[src/rtl/conv_layer_pkg.sv]
// Shared conv-layer definitions: geometry, occupancy state encoding and logb2.
`ifndef DATA_WIDTH
`define DATA_WIDTH 32
`endif

package conv_layer_pkg;

    localparam int BUFFER_COL  = 8;
    localparam int KERNEL_SIZE = 3;
    localparam int OUT_COL     = BUFFER_COL - KERNEL_SIZE + 1;
    localparam int MAP_ROWS    = 6;

    localparam logic [1:0] S_EMPTY = 2'd0;
    localparam logic [1:0] S_ONE   = 2'd1;
    localparam logic [1:0] S_TWO   = 2'd2;

    // Bits needed to index 0..value-1, never less than one.
    function automatic int logb2(input int value);
        int w;
        w = 0;
        for (int v = value - 1; v > 0; v = v >> 1) begin
            w++;
        end
        return (w < 1) ? 1 : w;
    endfunction

endpackage

[src/rtl/conv_layer_row_mux.sv]
// Combinational element select from a packed row; column 0 sits in the top slice.
module conv_layer_row_mux
    import conv_layer_pkg::*;
#(
    parameter int DATA_WIDTH = `DATA_WIDTH,
    parameter int OUT_COL    = conv_layer_pkg::OUT_COL
) (
    input  logic [OUT_COL*DATA_WIDTH-1:0] row_i,
    input  logic [logb2(OUT_COL)-1:0]     col_i,
    output logic [DATA_WIDTH-1:0]         elem_o
);

    localparam int COL_W = logb2(OUT_COL);

    // Out-of-range column indices select zero instead of reading past the row.
    always_comb begin
        elem_o = '0;
        for (int c = 0; c < OUT_COL; c++) begin
            if (col_i == COL_W'(c)) begin
                elem_o = row_i[(OUT_COL-1-c)*DATA_WIDTH +: DATA_WIDTH];
            end
        end
    end

endmodule

[src/rtl/conv_layer_output_buffer.sv]
// Ping-pong output row buffer: takes whole rows from the PE array and streams
// them one element per cycle with column/row tags and end markers.
module conv_layer_output_buffer
    import conv_layer_pkg::*;
#(
    parameter int DATA_WIDTH = `DATA_WIDTH,
    parameter int OUT_COL    = conv_layer_pkg::OUT_COL,
    parameter int MAP_ROWS   = conv_layer_pkg::MAP_ROWS
) (
    input  logic                          clk,
    input  logic                          rst,
    input  logic                          clear,
    input  logic [OUT_COL*DATA_WIDTH-1:0] row_in,
    input  logic                          row_valid,
    output logic                          row_ready,
    output logic [DATA_WIDTH-1:0]         out_data,
    output logic                          out_valid,
    input  logic                          out_ready,
    output logic [logb2(OUT_COL)-1:0]     out_col,
    output logic [logb2(MAP_ROWS)-1:0]    out_row,
    output logic                          out_eol,
    output logic                          out_last,
    output logic                          map_done
);

    localparam int COL_W = logb2(OUT_COL);
    localparam int ROW_W = logb2(MAP_ROWS);

    logic [OUT_COL*DATA_WIDTH-1:0] bank_q [2];
    logic [1:0]       state_q, state_d;
    logic             wr_ptr_q, rd_ptr_q;
    logic [COL_W-1:0] col_q, col_d;
    logic [ROW_W-1:0] row_q, row_d;
    logic             map_done_q;
    logic             wr_en, rd_fire, retire, col_end, row_end;

    assign row_ready = (state_q != S_TWO);
    assign out_valid = (state_q != S_EMPTY);
    assign col_end   = (col_q == COL_W'(OUT_COL - 1));
    assign row_end   = (row_q == ROW_W'(MAP_ROWS - 1));
    assign out_eol   = out_valid && col_end;
    assign out_last  = out_eol && row_end;
    assign out_col   = col_q;
    assign out_row   = row_q;
    assign map_done  = map_done_q;

    assign wr_en   = row_valid && row_ready;
    assign rd_fire = out_valid && out_ready;
    assign retire  = rd_fire && col_end;

    conv_layer_row_mux #(
        .DATA_WIDTH (DATA_WIDTH),
        .OUT_COL    (OUT_COL)
    ) u_row_mux (
        .row_i  (bank_q[rd_ptr_q]),
        .col_i  (col_q),
        .elem_o (out_data)
    );

    // Occupancy only moves when exactly one of write/retire happens.
    always_comb begin
        state_d = state_q;
        case ({wr_en, retire})
            2'b10:   state_d = (state_q == S_EMPTY) ? S_ONE : S_TWO;
            2'b01:   state_d = (state_q == S_TWO) ? S_ONE : S_EMPTY;
            default: state_d = state_q;
        endcase

        col_d = col_q;
        row_d = row_q;
        if (retire) begin
            col_d = '0;
            row_d = row_end ? '0 : row_q + ROW_W'(1);
        end else if (rd_fire) begin
            col_d = col_q + COL_W'(1);
        end
    end

    always_ff @(posedge clk or posedge rst) begin
        if (rst) begin
            state_q    <= S_EMPTY;
            wr_ptr_q   <= 1'b0;
            rd_ptr_q   <= 1'b0;
            col_q      <= '0;
            row_q      <= '0;
            map_done_q <= 1'b0;
        end else if (clear) begin
            state_q    <= S_EMPTY;
            wr_ptr_q   <= 1'b0;
            rd_ptr_q   <= 1'b0;
            col_q      <= '0;
            row_q      <= '0;
            map_done_q <= 1'b0;
        end else begin
            state_q    <= state_d;
            col_q      <= col_d;
            row_q      <= row_d;
            map_done_q <= retire && row_end;
            if (wr_en) begin
                wr_ptr_q <= !wr_ptr_q;
            end
            if (retire) begin
                rd_ptr_q <= !rd_ptr_q;
            end
        end
    end

    // Bank contents survive clear; a row offered alongside clear is dropped.
    always_ff @(posedge clk or posedge rst) begin
        if (rst) begin
            bank_q[0] <= '0;
            bank_q[1] <= '0;
        end else if (wr_en && !clear) begin
            bank_q[wr_ptr_q] <= row_in;
        end
    end

`ifdef DEBUG
    shortreal dbgBank [2][OUT_COL];
    always_comb begin
        for (int b = 0; b < 2; b++) begin
            for (int c = 0; c < OUT_COL; c++) begin
                dbgBank[b][c] = $bitstoshortreal(bank_q[b][(OUT_COL-1-c)*DATA_WIDTH +: DATA_WIDTH]);
            end
        end
    end
`endif

endmodule

[config.mk]
export PLATFORM = sky130hd
export DESIGN_NAME = conv_layer_output_buffer
export DESIGN_NICKNAME = d
export VERILOG_FILES = /design/src/rtl/conv_layer_pkg.sv /design/src/rtl/conv_layer_row_mux.sv /design/src/rtl/conv_layer_output_buffer.sv
export SDC_FILE = /design/constraint.sdc
export NUM_CORES = 1
export LEC_CHECK = 0
export CORE_UTILIZATION = 25
export CTS_BUF_LIST = sky130_fd_sc_hd__clkbuf_8 sky130_fd_sc_hd__clkbuf_16
export DETAILED_ROUTE_END_ITERATION = 10
export GPL_TIMING_DRIVEN = 0
export PLACE_DENSITY = 0.45
export SYNTH_ARGS = -nofsm -noshare
export SYNTH_HDL_FRONTEND = slang
export SYNTH_SLANG_ARGS = --single-unit
export TNS_END_PERCENT = 5
[constraint.sdc]
create_clock -name clk -period 18.7 [get_ports clk]
set_clock_uncertainty 0.2 [all_clocks]
set_input_delay 3.74 -clock clk [delete_from_list [all_inputs] [get_ports clk]]
set_output_delay 3.74 -clock clk [all_outputs]
set_load 0.005 [all_outputs]
Word level (Yosys, flattened, before mapping)
Cells that the tools add are included.

word-level totals
  input bits = 197
  word-level logic and storage cells = 70
  bits in registers = 395

operators by class
  reductions and logical operators = 18
  add/sub/neg operators = 2
  equal/unequal tests = 10
  bitwise logic cells = 2
  magnitude comparators = 3
  mux-type cells = 27

operator list
  operator               number
  $mux W192              4
  $bwmux W384            1
  $demux W192 S1         1
  $mux W32               6
  $mux W3                6
  $eq A3 B3 Y1 const B   3
  $logic_and A1 B1 Y1    8
  $add A3 B1 Y3 const B  2
  $eq A3 B2 Y1 const B   2
  $mux W1                6
  $reduce_bool A2 Y1     3
  $reduce_bool A3 Y1     2
  $eq A2 B2 Y1 const B   2
  $ge A2 B2 Y1 const B   2
  $mux W2                2
  $not A1 Y2             2
  $pmux W2 S2            1
  $eq A3 B1 Y1 const B   1
  $logic_not A1 Y1       3
  $logic_not A3 Y1       1
  $eq A2 B1 Y1 const B   1
  $logic_not A2 Y1       1
  $lt A2 B1 Y1 const B   1
  $ne A2 B2 Y1 const B   1

Depth between registers and ports, before layout
Gate-level depths: netlist of run 1.

  word-level depth = 10
  gate-level depth with buffers = 8

Hierarchy
From an unflattened synthesis of run 1, not the netlist that was laid out.

unflattened totals
  cells, all modules = 1285
  area, all modules = 18987.0 µm²

modules (own cells, without submodules)
  module                    times used  cells an instance  area an instance (µm²)  seq. area each (µm²)
  conv_layer_output_buffer  1           1087               17073.9                 9884.5
  conv_layer_row_mux        1           198                1913.1                  0.0

Worst setup path after synthesis of run 1
No wires, ideal clock.

  path type = register to output
  from = register col_q[1] (netlist: out_col[1])
  to = output out_data[10]
  data required time = 14760 ps
  slack = 13148 ps
  arrival = 1612 ps
  cell stages (with the launch flop) = 9
  path through = dfrtp_1 inv_1 ha_1 or3b_1 clkbuf_1 buf_2 o22ai_1 o21ai_0 o221ai_1

on the way
  longest elaborated chain between the ends = 7

RTL lines
  what                    line                            text
  start, declared         conv_layer_output_buffer.sv:32  logic [COL_W-1:0] col_q, col_d;
  start signal, assigned  conv_layer_output_buffer.sv:96  col_q <= col_d;
  $logic_not A3 Y1        conv_layer_row_mux.sv:19        if (col_i == COL_W'(c)) begin
  $mux W32 (5 in series)  conv_layer_row_mux.sv:19
  $mux W32 *              conv_layer_row_mux.sv:19
  end, declared           conv_layer_output_buffer.sv:16  output logic [DATA_WIDTH-1:0] out_data,

Every way passes the cells marked *; elsewhere a longest branch is shown, timed or not.

Worst setup path in the final report of run 1
  from = register col_q[1] (netlist: out_col[1])
  to = output out_data[2]

The elaborated chain is that of the path after synthesis.

==> report_table.html, run 1 <==
<table>
<tr><th>Metric</th><th>Value</th></tr>
<tr><th colspan="2">CTS</th></tr>
<tr><td>CTS tree</td><td>yes</td></tr>
<tr><td>CTS hold repair buffers</td><td>0</td></tr>
<tr><td>Depth of the CTS H-tree</td><td>2</td></tr>
<tr><td>Total clock sinks</td><td>395</td></tr>
<tr><td>TritonCTS Buffers</td><td>49</td></tr>
<tr><td>Setup Fix Bufs, Post-CTS</td><td>0</td></tr>
<tr><td># resized after CTS</td><td>0</td></tr>
<tr><td>Clock tree root buffer cell</td><td>clkbuf_16</td></tr>
<tr><td>Clock-pin transition on the worst setup and hold timing paths</td><td>around 0.05 ns</td></tr>
<tr><td>Clk_lat worst skew</td><td>0.58 ns</td></tr>
<tr><td>Number of buffers on the longest clock path</td><td>3</td></tr>
<tr><th colspan="2">Drt</th></tr>
<tr><td>Vias</td><td>12000</td></tr>
<tr><td>Routed len/inst</td><td>24.1 um</td></tr>
<tr><td>Pre-Repair DR Iteration Count</td><td>5</td></tr>
<tr><td>Post-Route WL</td><td>62.7 mm</td></tr>
<tr><td>Drt first-iter violations</td><td>454</td></tr>
<tr><td>Residual antenna-violating net count after detailed routing</td><td>0</td></tr>
<tr><td>DRC violation count after routing</td><td>0</td></tr>
<tr><td>Average vias per placed instance</td><td>between 4 and 5</td></tr>
<tr><th colspan="2">Outcome</th></tr>
<tr><td>Result of the run</td><td>finished clean</td></tr>
<tr><th colspan="2">STA</th></tr>
<tr><td>Slew Limit Fails</td><td>0</td></tr>
<tr><td>Setup TNS</td><td>0 ns</td></tr>
<tr><td>Tmin final</td><td>between 7 and 8 ns</td></tr>
<tr><td>Worst-case headroom to the max-slew limit</td><td>45.9%</td></tr>
<tr><td>Final worst-path cycle share</td><td>a little over two fifths</td></tr>
<tr><td>Unrepaired setup endpoints after global routing</td><td>no</td></tr>
<tr><td>Fmax</td><td>about 130 MHz</td></tr>
<tr><td>Slew @ Worst Pin</td><td>0.803 ns</td></tr>
<tr><td>Final Hold Vio Count</td><td>0</td></tr>
<tr><td>Number of setup violations in the final report</td><td>0</td></tr>
<tr><th colspan="2">Global routing</th></tr>
<tr><td>Global route total overflow</td><td>0</td></tr>
<tr><td>Maximum number of pins on one net before global-route repair</td><td>128</td></tr>
<tr><td>Initial antenna violation count</td><td>4</td></tr>
<tr><td>Overall fraction of global-route tracks in use</td><td>16.9%</td></tr>
<tr><td>Number of global-route vias before repair</td><td>13400</td></tr>
<tr><td>Global-route wire length before repair</td><td>91.2 mm</td></tr>
<tr><th colspan="2">Power</th></tr>
<tr><td>Worst vdd rail ir drop</td><td>0.0520 mV</td></tr>
<tr><td>Sw Share</td><td>between 20% and 30%</td></tr>
<tr><td>Flop pwr share</td><td>43.9%</td></tr>
<tr><td>Portion of total power attributed to the clock network</td><td>32.9%</td></tr>
<tr><td>Power per cell area</td><td>121 nW/um^2</td></tr>
<tr><td>Internal portion of total power</td><td>roughly 2.1 mW</td></tr>
<tr><td>Switching power total</td><td>0.789 mW</td></tr>
<tr><td>Gate power share</td><td>23.2%</td></tr>
<tr><td>Static leakage</td><td>9.31 nW</td></tr>
<tr><th colspan="2">Synth</th></tr>
<tr><td>Post-Syn Nets</td><td>1527</td></tr>
<tr><td>Top cell type's share of synthesized area</td><td>roughly 54%</td></tr>
<tr><td>Dominant combinational cell family by area after synthesis</td><td>multiplexers</td></tr>
<tr><td>Share of the synthesized netlist area taken by xor and xnor gates</td><td>less than 1%</td></tr>
<tr><td>Sequential cell area fraction in the yosys report</td><td>53.9%</td></tr>
<tr><td>Asr flop ratio synth</td><td>100%</td></tr>
<tr><td>Synth Area in Simple Gates</td><td>1.25%</td></tr>
<tr><td>Count of distinct cell types in the synthesized netlist</td><td>37</td></tr>
<tr><td>Number of warnings reported in the yosys synthesis log</td><td>0</td></tr>
<tr><td>Library cell with the largest summed area after synthesis</td><td>dfrtp_1</td></tr>
<tr><td>Average footprint of a synthesized cell</td><td>13.9 sq um</td></tr>
<tr><td>Post-Synthesis Cells</td><td>1325</td></tr>
<tr><td>Combined area of all synthesized cells</td><td>18400 sq um</td></tr>
<tr><td>Complex-gate fraction of the synthesized area</td><td>6.27%</td></tr>
<tr><td>Post-synthesis adder-cell area fraction</td><td>0.341%</td></tr>
<tr><td>Number of synthesized register bits</td><td>slightly below 400</td></tr>
<tr><td>Share of cell area taken by muxes after synthesis</td><td>between 30 and 40%</td></tr>
<tr><td>Count of flip-flops with a built-in enable after synthesis</td><td>0</td></tr>
<tr><td>Synth top area cells</td><td>dfrtp_1 54%, mux2_2 27%, mux2i_1 7.0%</td></tr>
<tr><td>Dominant register cell in the synthesized netlist</td><td>dfrtp_1</td></tr>
<tr><th colspan="2">Layout</th></tr>
<tr><td>Finished Core Util</td><td>approximately 33%</td></tr>
<tr><td>Area growth from synthesis to layout</td><td>28.8%</td></tr>
<tr><td>Fraction of layout cells with a size suffix above 1</td><td>35.2%</td></tr>
<tr><td># fillers</td><td>between 7000 and 8000</td></tr>
<tr><td>Final design area excluding fillers</td><td>23600 sq um</td></tr>
<tr><td>Total number of nets in the final design</td><td>roughly 1800</td></tr>
<tr><th colspan="2">Floorplanning</th></tr>
<tr><td>Floorplan row count</td><td>98</td></tr>
<tr><td>Area of the die</td><td>74500 sq um</td></tr>
<tr><td>Floorplan Core Area</td><td>72100 sq um</td></tr>
<tr><td>Number of I/O pins</td><td>between 200 and 250</td></tr>
<tr><td>Horizontal extent of the die</td><td>~270 um</td></tr>
<tr><td>Effective utilization at floorplan</td><td>25.5%</td></tr>
<tr><td>Overall die height</td><td>around 270 um</td></tr>
<tr><th colspan="2">Worst setup path</th></tr>
<tr><td>FF-to-FF path depth</td><td>5</td></tr>
<tr><td>Worst setup EP type</td><td>output pin</td></tr>
<tr><td>Classification of the worst setup path</td><td>reg2out</td></tr>
<tr><td>Data required time at the worst endpoint</td><td>14.76 ns</td></tr>
<tr><td>Data arrival, critical path</td><td>roughly 4.0 ns</td></tr>
<tr><td>Critical path startpoint category</td><td>flip-flop</td></tr>
<tr><td>Maximum fanout along the worst path</td><td>10</td></tr>
<tr><th colspan="2">Job</th></tr>
<tr><td>Number of maximum-capacitance constraint violations</td><td>0</td></tr>
<tr><th colspan="2">Placed design</th></tr>
<tr><td>Buffers added on ports</td><td>239</td></tr>
<tr><td>Placed instance area</td><td>22000 sq um</td></tr>
<tr><td>Gp weighted congestion</td><td>0.781</td></tr>
<tr><td>Detailed-placement wirelength estimate</td><td>48.0 mm</td></tr>
<tr><th colspan="2">Min path</th></tr>
<tr><td>Hold Crit Depth</td><td>1</td></tr>
<tr><td>Hold WC Path Type</td><td>reg2reg</td></tr>
</table>
worst max-delay path, stage by stage, from the launching register on:
cell and delay (ns):
dfrtp_1 0.43, inv_1 0.09, ha_1 0.25, nand2b_1 0.27, buf_1 0.58, o22ai_1 0.27
o21ai_0 0.69, o221ai_1 0.33, clkdlybuf4s50_1 0.52
power by group through the flow:
| stage | Sequential (mW) | Clock [mW] | Combinational (mW) |
|---|---|---|---|
| 2_1_floorplan | 1.23 | 0 | 0.409 |
| 3_3_place_gp | 1.26 | 0 | 0.655 |
| 3_5_place_dp | 1.27 | 0 | 0.674 |
| 4_1_cts | 1.25 | 0.970 | 0.675 |
| 5_1_grt | 1.29 | 1.00 | 0.714 |
| 6_report | 1.25 | 0.939 | 0.661 |
cell usage in the layout (no fill, tap or decap), types with 8 or more instances in the layout:
cell type and instances:
clkbuf_8 12, o221ai_1 31, dfrtp_1 395, mux2i_1 129, o22ai_1 31, clkbuf_16 49, clkbuf_1 31, mux2_1 15
o21ai_0 54, mux2_2 433, buf_6 11, inv_1 18, o21ai_1 12, clkdlybuf4s50_1 239, nor2_1 8, buf_2 47
buf_8 9, a21oi_1 69
synth_stat cells (all sizes together) (3+ instances only):
cell type	n
ha	5
inv	5
clkbuf	31
xor2	3
nor3	6
dfrtp	395
o22ai	31
o221ai	31
buf	71
mux2i	129
mux2	448
o21ai	66
a21oi	69
nor2	8
nand2	7
and2	3
routing by layer:
layer	up-vias	share of wire, %	global-route usage, %
met2	239	48	28.6
met1	6264	44	22.3
met4	2	3.2	5.41
met3	74	4.5	2.27
met5	-	0.013	0
li1	5469	-	-
cell families after synthesis:
group / Yosys count
AO/OA/AOI/OAI: 198
XOR/XNOR: 4
adder cells (fa/ha/maj): 5
buffers and inverters: 107
flip-flops: 395
multiplexers: 577
AND/OR/NAND/NOR: 39
area by class of cell:
| cell class | instances | area [sq um] | area share [%] |
|---|---|---|---|
| clock buffer | 61 | 1390 | 5.89 |
| clock inverter | 25 | 214 | 0.905 |
| sequential | 395 | 9880 | 41.8 |
| inverter | 5 | 26.3 | 0.111 |
| antenna | 2 | 5.00 | 0.0212 |
| buffer | 102 | 637 | 2.69 |
| timing repair buffer | 242 | 2470 | 10.5 |
| multi-input combinational | 823 | 7810 | 33.1 |
| tap | 950 | 1190 | 5.03 |
path summary, 6_finish.rpt:
| check | from | to | slack (ns) |
|---|---|---|---|
| setup reg to reg | state_q[0] | bank_q[5] | 16.42 |
| setup / recovery | out_col[1] | out_data[2] | 10.73 |
| min in group asynchronous | rst | bank_q[312] | 3.37 |
| hold / removal | bank_q[256] | bank_q[256] | 0.28 |
| hold reg to reg | bank_q[256] | bank_q[256] | 0.28 |
| max in group asynchronous | rst | bank_q[41] | 13.92 |
flip-flops by register name (all words and copies together), names as in the netlist:
signal,cells
rd_ptr_q,1
state_q,2
out_row,3
out_col,3
bank_q,384
map_done,1
wr_ptr_q,1
metrics by stage:
stage | hold WS, ns | setup slack, ns | instances | total power [mW]
after CTS | 0.287 | 10.73 | 2603 | 2.90
after detailed placement | 0.272 | 11.36 | 2517 | 1.94
final | 0.284 | 10.73 | 2605 | 2.85
after floorplan | 0.254 | 3.78 | 1325 | 1.64
after global placement | 0.265 | -1.36 | 2514 | 1.91
after global routing | 0.311 | 10.57 | 2604 | 3.01
(Power assumes the default switching activity.)
==> run 2, diff against run 1 <==
- PLACE_DENSITY: 0.45 -> 0.47
- clock period: 18.7 -> 7.27 ns (I/O delays scaled with it)
==> run 2 against run 1 <==
Compared with the run above: routed wire length fell by 0.44%; worst hold slack worse by 0.00053 ns; cell count did not move; clock power rose by 150%; power rose to 2.5 times the previous value; sequential power rose to 2.6 times the previous value; critical path type unchanged; critical endpoint unchanged; highest routed layer is now met4.
==> report_table.html, run 2 (synthesis results as in run 1) <==
<table>
<tr><th>Metric</th><th>Value</th></tr>
<tr><th colspan="2">Outcome</th></tr>
<tr><td>Result of the run</td><td>finished clean (unchanged)</td></tr>
<tr><th colspan="2">Floorplanning</th></tr>
<tr><td>Floorplan Core Area</td><td>72100 sq um (unchanged)</td></tr>
<tr><td>Number of I/O pins</td><td>240 (unchanged)</td></tr>
<tr><td>Overall die height</td><td>273 um (unchanged)</td></tr>
<tr><td>Floorplan row count</td><td>98 (unchanged)</td></tr>
<tr><td>Effective utilization at floorplan</td><td>25.5% (unchanged)</td></tr>
<tr><td>Horizontal extent of the die</td><td>273 um (unchanged)</td></tr>
<tr><td>Area of the die</td><td>74500 sq um (unchanged)</td></tr>
<tr><th colspan="2">CTS</th></tr>
<tr><td>Setup Fix Bufs, Post-CTS</td><td>0 (unchanged)</td></tr>
<tr><td>Clock-pin transition on the worst setup and hold timing paths</td><td>0.06 ns (was 0.05 ns)</td></tr>
<tr><td>Clk_lat worst skew</td><td>0.57 ns (was 0.58 ns)</td></tr>
<tr><td># resized after CTS</td><td>0 (unchanged)</td></tr>
<tr><td>Clock tree root buffer cell</td><td>clkbuf_16 (unchanged)</td></tr>
<tr><td>CTS hold repair buffers</td><td>0 (unchanged)</td></tr>
<tr><td>Depth of the CTS H-tree</td><td>2 (unchanged)</td></tr>
<tr><td>TritonCTS Buffers</td><td>47 (was 49)</td></tr>
<tr><td>Number of buffers on the longest clock path</td><td>3 (unchanged)</td></tr>
<tr><td>Total clock sinks</td><td>395 (unchanged)</td></tr>
<tr><td>CTS tree</td><td>yes (unchanged)</td></tr>
<tr><th colspan="2">Global routing</th></tr>
<tr><td>Global-route wire length before repair</td><td>89.1 mm (was 91.2 mm)</td></tr>
<tr><td>Maximum number of pins on one net before global-route repair</td><td>43 (was 128)</td></tr>
<tr><td>Number of global-route vias before repair</td><td>12900 (was 13400)</td></tr>
<tr><td>Initial antenna violation count</td><td>1 (was 4)</td></tr>
<tr><td>Overall fraction of global-route tracks in use</td><td>16.6% (was 16.9%)</td></tr>
<tr><td>Global route total overflow</td><td>0 (unchanged)</td></tr>
<tr><th colspan="2">Layout</th></tr>
<tr><td>Non-Filler Instances</td><td>2605 (unchanged)</td></tr>
<tr><td>Total number of nets in the final design</td><td>1826 (was 1820)</td></tr>
<tr><td>Max FFs per register</td><td>384 (unchanged)</td></tr>
<tr><td>Most common cell after layout, fill and taps aside</td><td>mux2_2 (unchanged)</td></tr>
<tr><td># fillers</td><td>7205 (was 7202)</td></tr>
<tr><td>Area growth from synthesis to layout</td><td>29.0% (was 28.8%)</td></tr>
<tr><td>Fraction of layout cells with a size suffix above 1</td><td>35.3% (was 35.2%)</td></tr>
<tr><td>Finished Core Util</td><td>32.8% (about the same)</td></tr>
<tr><td>Highest-count cells in the layout ignoring fill and taps</td><td>433 x mux2_2, 395 x dfrtp_1, 239 x clkdlybuf4s50_1 (unchanged)</td></tr>
<tr><td>Most flop-heavy register</td><td>bank_q (unchanged)</td></tr>
<tr><th colspan="2">Power</th></tr>
<tr><td>Worst vdd rail ir drop</td><td>0.142 mV (was 0.0520 mV)</td></tr>
<tr><td>Power per cell area</td><td>307 nW/um^2 (was 121 nW/um^2)</td></tr>
<tr><td>Static leakage</td><td>9.33 nW (was 9.31 nW)</td></tr>
<tr><td>Overall Power</td><td>7.26 mW (was 2.85 mW)</td></tr>
<tr><th colspan="2">STA</th></tr>
<tr><td>Final Hold Vio Count</td><td>0 (unchanged)</td></tr>
<tr><td>Slew @ Worst Pin</td><td>0.825 ns (was 0.803 ns)</td></tr>
<tr><td>Fmax</td><td>~170 MHz</td></tr>
<tr><td>Final worst-path cycle share</td><td>79.0%</td></tr>
<tr><td>Slew Limit Fails</td><td>0 (unchanged)</td></tr>
<tr><td>Tmin final</td><td>5.74 ns</td></tr>
<tr><td>Worst-case headroom to the max-slew limit</td><td>44.4% (was 45.9%)</td></tr>
<tr><td>Unrepaired setup endpoints after global routing</td><td>no (unchanged)</td></tr>
<tr><td>Setup TNS</td><td>0 ns (unchanged)</td></tr>
<tr><td>Slack of the critical path</td><td>1.53 ns (was 10.73 ns)</td></tr>
<tr><td>Number of setup violations in the final report</td><td>0 (unchanged)</td></tr>
<tr><th colspan="2">Placed design</th></tr>
<tr><td>Number of instances in the placed design</td><td>2525 (was 2517)</td></tr>
<tr><td>Buffers added on ports</td><td>239 (unchanged)</td></tr>
<tr><td>Gp weighted congestion</td><td>0.806 (was 0.781)</td></tr>
<tr><td>Post-place setup slack</td><td>2.25 ns (was 11.36 ns)</td></tr>
<tr><td>Detailed-placement wirelength estimate</td><td>48.5 mm (was 48.0 mm)</td></tr>
<tr><th colspan="2">Worst setup path</th></tr>
<tr><td>Worst setup EP type</td><td>output pin (unchanged)</td></tr>
<tr><td>Data required time at the worst endpoint</td><td>5.62 ns (was 14.76 ns)</td></tr>
<tr><td>Classification of the worst setup path</td><td>reg2out (unchanged)</td></tr>
<tr><td>Reg-to-reg setup timing slack</td><td>5.00 ns (was 16.42 ns)</td></tr>
<tr><td>Maximum fanout along the worst path</td><td>10 (unchanged)</td></tr>
<tr><td>Critical path startpoint category</td><td>flip-flop (unchanged)</td></tr>
<tr><td>Data arrival, critical path</td><td>4.09 ns (was 4.03 ns)</td></tr>
<tr><th colspan="2">Drt</th></tr>
<tr><td>DRC violation count after routing</td><td>0 (unchanged)</td></tr>
<tr><td>Post-Route WL</td><td>62.4 mm (was 62.7 mm)</td></tr>
<tr><td>Drt first-iter violations</td><td>515 (was 454)</td></tr>
<tr><td>Routed len/inst</td><td>23.9 um (was 24.1 um)</td></tr>
<tr><td>Pre-Repair DR Iteration Count</td><td>5 (unchanged)</td></tr>
<tr><td>Residual antenna-violating net count after detailed routing</td><td>0 (unchanged)</td></tr>
<tr><td>Vias</td><td>12200 (was 12000)</td></tr>
<tr><td>Average vias per placed instance</td><td>4.67 (was 4.62)</td></tr>
<tr><th colspan="2">Min path</th></tr>
<tr><td>Hold WC Path Type</td><td>reg2reg (unchanged)</td></tr>
<tr><th colspan="2">Job</th></tr>
<tr><td>Number of maximum-capacitance constraint violations</td><td>0 (unchanged)</td></tr>
</table>
[run 2: critical path: stages (launching register included)]
cell             delay [ns]
dfrtp_1                0.44
inv_1                  0.09
ha_1                   0.24
nand2b_1               0.25
buf_1                  0.62
o22ai_1                0.28
o21ai_0                0.71
o221ai_1               0.34
clkdlybuf4s50_1        0.53
[run 2: final cells by class]
class,instances,area [sq um],share of cell area [%]
multi-input combinational,823,7810,33.0
antenna,2,5.00,0.0211
buffer,102,637,2.69
clock inverter,20,161,0.682
tap,950,1190,5.02
clock buffer,58,1350,5.70
inverter,5,22.5,0.0951
timing repair buffer,250,2620,11.1
sequential,395,9880,41.7
[run 2: through the flow]
| stage | hold slack (ns) | instance area (sq um) |
|---|---|---|
| after floorplan | 0.254 | 18400 |
| after global placement | 0.264 | 21900 |
| after detailed placement | 0.274 | 22200 |
| after CTS | 0.287 | 23700 |
| after global routing | 0.304 | 23700 |
| final | 0.283 | 23700 |
[run 2: worst paths after layout]
path	startpoint	cells past startpoint	to
max	out_col[1]	8	out_data[2]
min	bank_q[205]	1	bank_q[205]
max reg2reg	state_q[0]	5	bank_q[5]
min reg2reg	bank_q[205]	1	bank_q[205]
max in group asynchronous	rst	7	bank_q[187]
min in group asynchronous	rst	2	bank_q[57]
[run 2: power by group]
part,switching (mW),internal (mW),leakage [nW]
clock network,0.920,1.40,0.792
logic,0.746,0.967,3.82
registers,0.328,2.90,4.71
[run 2: routing by layer]
metal	vias to the layer above	track usage, %	wire length, um
li1	5464	-	-
met1	6345	21.9	27700
met3	79	2.74	2740
met4	0	5.20	1680
met2	276	27.8	30300
met5	-	0	0
==> run 3, diff against run 2 <==
- clock period: 7.27 -> 5.2 ns (I/O delays scaled with it)
==> run 3 against run 2 <==
Compared with the run above: power increased by 40%; via count rose by 0.13%; utilization about the same; critical path type unchanged; largest cell class unchanged; largest power group unchanged.
==> report_table.html, run 3 (synthesis results as in run 1) <==
<table>
<tr><th>Metric</th><th>Value</th></tr>
<tr><th colspan="2">Job</th></tr>
<tr><td>Number of maximum-capacitance constraint violations</td><td>0 (unchanged)</td></tr>
<tr><th colspan="2">Power</th></tr>
<tr><td>Worst vdd rail ir drop</td><td>0.197 mV (was 0.142 mV)</td></tr>
<tr><td>Power per cell area</td><td>429 nW/um^2 (was 307 nW/um^2)</td></tr>
<tr><td>Static leakage</td><td>9.33 nW (about the same)</td></tr>
<tr><td>Overall Power</td><td>10.2 mW (was 7.26 mW)</td></tr>
<tr><th colspan="2">Layout</th></tr>
<tr><td>Max FFs per register</td><td>384 (unchanged)</td></tr>
<tr><td>Non-Filler Instances</td><td>2605 (unchanged)</td></tr>
<tr><td>Fraction of layout cells with a size suffix above 1</td><td>35.3% (about the same)</td></tr>
<tr><td>Area growth from synthesis to layout</td><td>29.0% (about the same)</td></tr>
<tr><td>Most flop-heavy register</td><td>bank_q (unchanged)</td></tr>
<tr><td>Highest-count cells in the layout ignoring fill and taps</td><td>433 x mux2_2, 395 x dfrtp_1, 239 x clkdlybuf4s50_1 (unchanged)</td></tr>
<tr><td>Total number of nets in the final design</td><td>1826 (unchanged)</td></tr>
<tr><td>Most common cell after layout, fill and taps aside</td><td>mux2_2 (unchanged)</td></tr>
<tr><th colspan="2">CTS</th></tr>
<tr><td>CTS tree</td><td>yes (unchanged)</td></tr>
<tr><td>CTS hold repair buffers</td><td>0 (unchanged)</td></tr>
<tr><td>Number of buffers on the longest clock path</td><td>3 (unchanged)</td></tr>
<tr><td>Clock tree root buffer cell</td><td>clkbuf_16 (unchanged)</td></tr>
<tr><td>Depth of the CTS H-tree</td><td>2 (unchanged)</td></tr>
<tr><td>Clock-pin transition on the worst setup and hold timing paths</td><td>0.06 ns (about the same)</td></tr>
<tr><td>TritonCTS Buffers</td><td>47 (unchanged)</td></tr>
<tr><td>Total clock sinks</td><td>395 (unchanged)</td></tr>
<tr><td>Clk_lat worst skew</td><td>0.57 ns (about the same)</td></tr>
<tr><th colspan="2">Placed design</th></tr>
<tr><td>Gp weighted congestion</td><td>0.806 (unchanged)</td></tr>
<tr><td>Buffers added on ports</td><td>239 (unchanged)</td></tr>
<tr><td>Detailed-placement wirelength estimate</td><td>48.5 mm (unchanged)</td></tr>
<tr><td>Number of instances in the placed design</td><td>2525 (unchanged)</td></tr>
<tr><td>Post-place setup slack</td><td>0.590 ns (was 2.25 ns)</td></tr>
<tr><th colspan="2">Drt</th></tr>
<tr><td>Pre-Repair DR Iteration Count</td><td>5 (unchanged)</td></tr>
<tr><td>DRC violation count after routing</td><td>0 (unchanged)</td></tr>
<tr><td>Residual antenna-violating net count after detailed routing</td><td>0 (unchanged)</td></tr>
<tr><td>Average vias per placed instance</td><td>4.68 (was 4.67)</td></tr>
<tr><td>Post-Route WL</td><td>62.4 mm (about the same)</td></tr>
<tr><td>Drt first-iter violations</td><td>507 (was 515)</td></tr>
<tr><td>Routed len/inst</td><td>23.9 um (about the same)</td></tr>
<tr><td>Vias</td><td>12200 (about the same)</td></tr>
<tr><th colspan="2">Global routing</th></tr>
<tr><td>Global-route wire length before repair</td><td>89.1 mm (unchanged)</td></tr>
<tr><td>Initial antenna violation count</td><td>1 (unchanged)</td></tr>
<tr><td>Number of global-route vias before repair</td><td>12900 (unchanged)</td></tr>
<tr><td>Maximum number of pins on one net before global-route repair</td><td>43 (unchanged)</td></tr>
<tr><td>Overall fraction of global-route tracks in use</td><td>16.6% (unchanged)</td></tr>
<tr><td>Global route total overflow</td><td>0 (unchanged)</td></tr>
<tr><th colspan="2">Floorplanning</th></tr>
<tr><td>Effective utilization at floorplan</td><td>25.5% (unchanged)</td></tr>
<tr><td>Floorplan Core Area</td><td>72100 sq um (unchanged)</td></tr>
<tr><td>Overall die height</td><td>273 um (unchanged)</td></tr>
<tr><td>Area of the die</td><td>74500 sq um (unchanged)</td></tr>
<tr><td>Number of I/O pins</td><td>240 (unchanged)</td></tr>
<tr><td>Floorplan row count</td><td>98 (unchanged)</td></tr>
<tr><td>Horizontal extent of the die</td><td>273 um (unchanged)</td></tr>
<tr><th colspan="2">STA</th></tr>
<tr><td>Unrepaired setup endpoints after global routing</td><td>no (unchanged)</td></tr>
<tr><td>Slew @ Worst Pin</td><td>0.792 ns (was 0.825 ns)</td></tr>
<tr><td>Number of setup violations in the final report</td><td>0 (unchanged)</td></tr>
<tr><td>Fmax</td><td>194 MHz</td></tr>
<tr><td>Tmin final</td><td>5.16 ns</td></tr>
<tr><td>Slew Limit Fails</td><td>0 (unchanged)</td></tr>
<tr><td>Setup TNS</td><td>0 ns (unchanged)</td></tr>
<tr><td>Slack of the critical path</td><td>0.0397 ns (was 1.53 ns)</td></tr>
<tr><td>Final worst-path cycle share</td><td>between 90% and 100%</td></tr>
<tr><td>Final Hold Vio Count</td><td>0 (unchanged)</td></tr>
<tr><td>Worst-case headroom to the max-slew limit</td><td>47.2% (was 44.4%)</td></tr>
<tr><th colspan="2">Worst setup path</th></tr>
<tr><td>Highest cell delay on the worst timing path</td><td>0.63 ns (was 0.71 ns)</td></tr>
<tr><td>Critical Path, Cell by Cell</td><td>inv_1 &gt; ha_1 &gt; or3b_1 &gt; clkbuf_1 &gt; buf_2 &gt; o22ai_1 &gt; o21ai_0 &gt; o221ai_1 &gt; clkdlybuf4s50_1 (was inv_1 &gt; ha_1 &gt; nand2b_1 &gt; buf_1 &gt; o22ai_1 &gt; o21ai_0 &gt; o221ai_1 &gt; clkdlybuf4s50_1)</td></tr>
<tr><td>Data arrival, critical path</td><td>3.92 ns (was 4.09 ns)</td></tr>
<tr><td>Max stage delay cell, worst path</td><td>o21ai_0 (unchanged)</td></tr>
<tr><td>Data required time at the worst endpoint</td><td>3.96 ns (was 5.62 ns)</td></tr>
<tr><td>Critical path startpoint category</td><td>flip-flop (unchanged)</td></tr>
<tr><td>Maximum fanout along the worst path</td><td>10 (unchanged)</td></tr>
<tr><td>Reg-to-reg setup timing slack</td><td>2.93 ns (was 5.00 ns)</td></tr>
<tr><td>Classification of the worst setup path</td><td>reg2out (unchanged)</td></tr>
<tr><td>Worst setup EP type</td><td>output pin (unchanged)</td></tr>
<tr><th colspan="2">Outcome</th></tr>
<tr><td>Result of the run</td><td>finished clean (unchanged)</td></tr>
<tr><th colspan="2">Min path</th></tr>
<tr><td>Hold WC Path Type</td><td>reg2reg (unchanged)</td></tr>
</table>
run 3: worst paths after layout:
path                             startpoint  cells after the start     endpoint
min in group asynchronous               rst                      2   bank_q[57]
worst min-delay path            bank_q[205]                      1  bank_q[205]
worst max-delay path             out_col[0]                      9  out_data[8]
worst max register to register   state_q[0]                      5    bank_q[5]
max in group asynchronous               rst                      7  bank_q[187]
worst min register to register  bank_q[205]                      1  bank_q[205]
run 3: metal layers:
metal / up-vias / share of wire [%] / track usage, %
li1: 5473 / - / -
met1: 6343 / 44 / 21.9
met2: 286 / 49 / 27.8
met3: 78 / 4.7 / 2.74
met4: 0 / 2.6 / 5.20
met5: - / 0 / 0
run 3: area by class of cell:
type	count	area, sq um
Fill cell	7204	48400
Sequential cell	395	9880
Multi-Input combinational cell	823	7810
Timing Repair Buffer	250	2620
Clock buffer	58	1350
Tap cell	950	1190
Buffer	102	638
Clock inverter	20	161
Inverter	5	22.5
Antenna cell	2	5.00
run 3: metrics by stage:
stage | instance area (sq um) | util, % | hold slack [ns]
after floorplan | 18400 | - | 0.254
after global placement | 21900 | 30.4 | 0.264
after detailed placement | 22200 | 30.7 | 0.274
after CTS | 23700 | 32.8 | 0.287
after global routing | 23700 | 32.8 | 0.304
final | 23700 | 32.8 | 0.283
run 3: worst max-delay path, delay by kind of cell (launching register included):
family | cells | cell delay, ns
AND/OR/NAND/NOR | 1 | 0.17
flip-flops | 1 | 0.46
buffers and inverters | 4 | 1.25
AO/OA/AOI/OAI | 3 | 1.22
adder cells (fa/ha/maj) | 1 | 0.24
run 3: report_power, final:
part | switching (mW) | internal (mW) | leakage, nW
clock | 1.29 | 1.96 | 0.792
combinational | 1.05 | 1.35 | 3.83
sequential | 0.458 | 4.05 | 4.71
run 3: what timing repair did:
action | 4_1_cts | 5_1_grt
gates resized for setup | 1 | 7
setup buffers | 0 | 0
endpoints found under the setup margin | 2 | 7
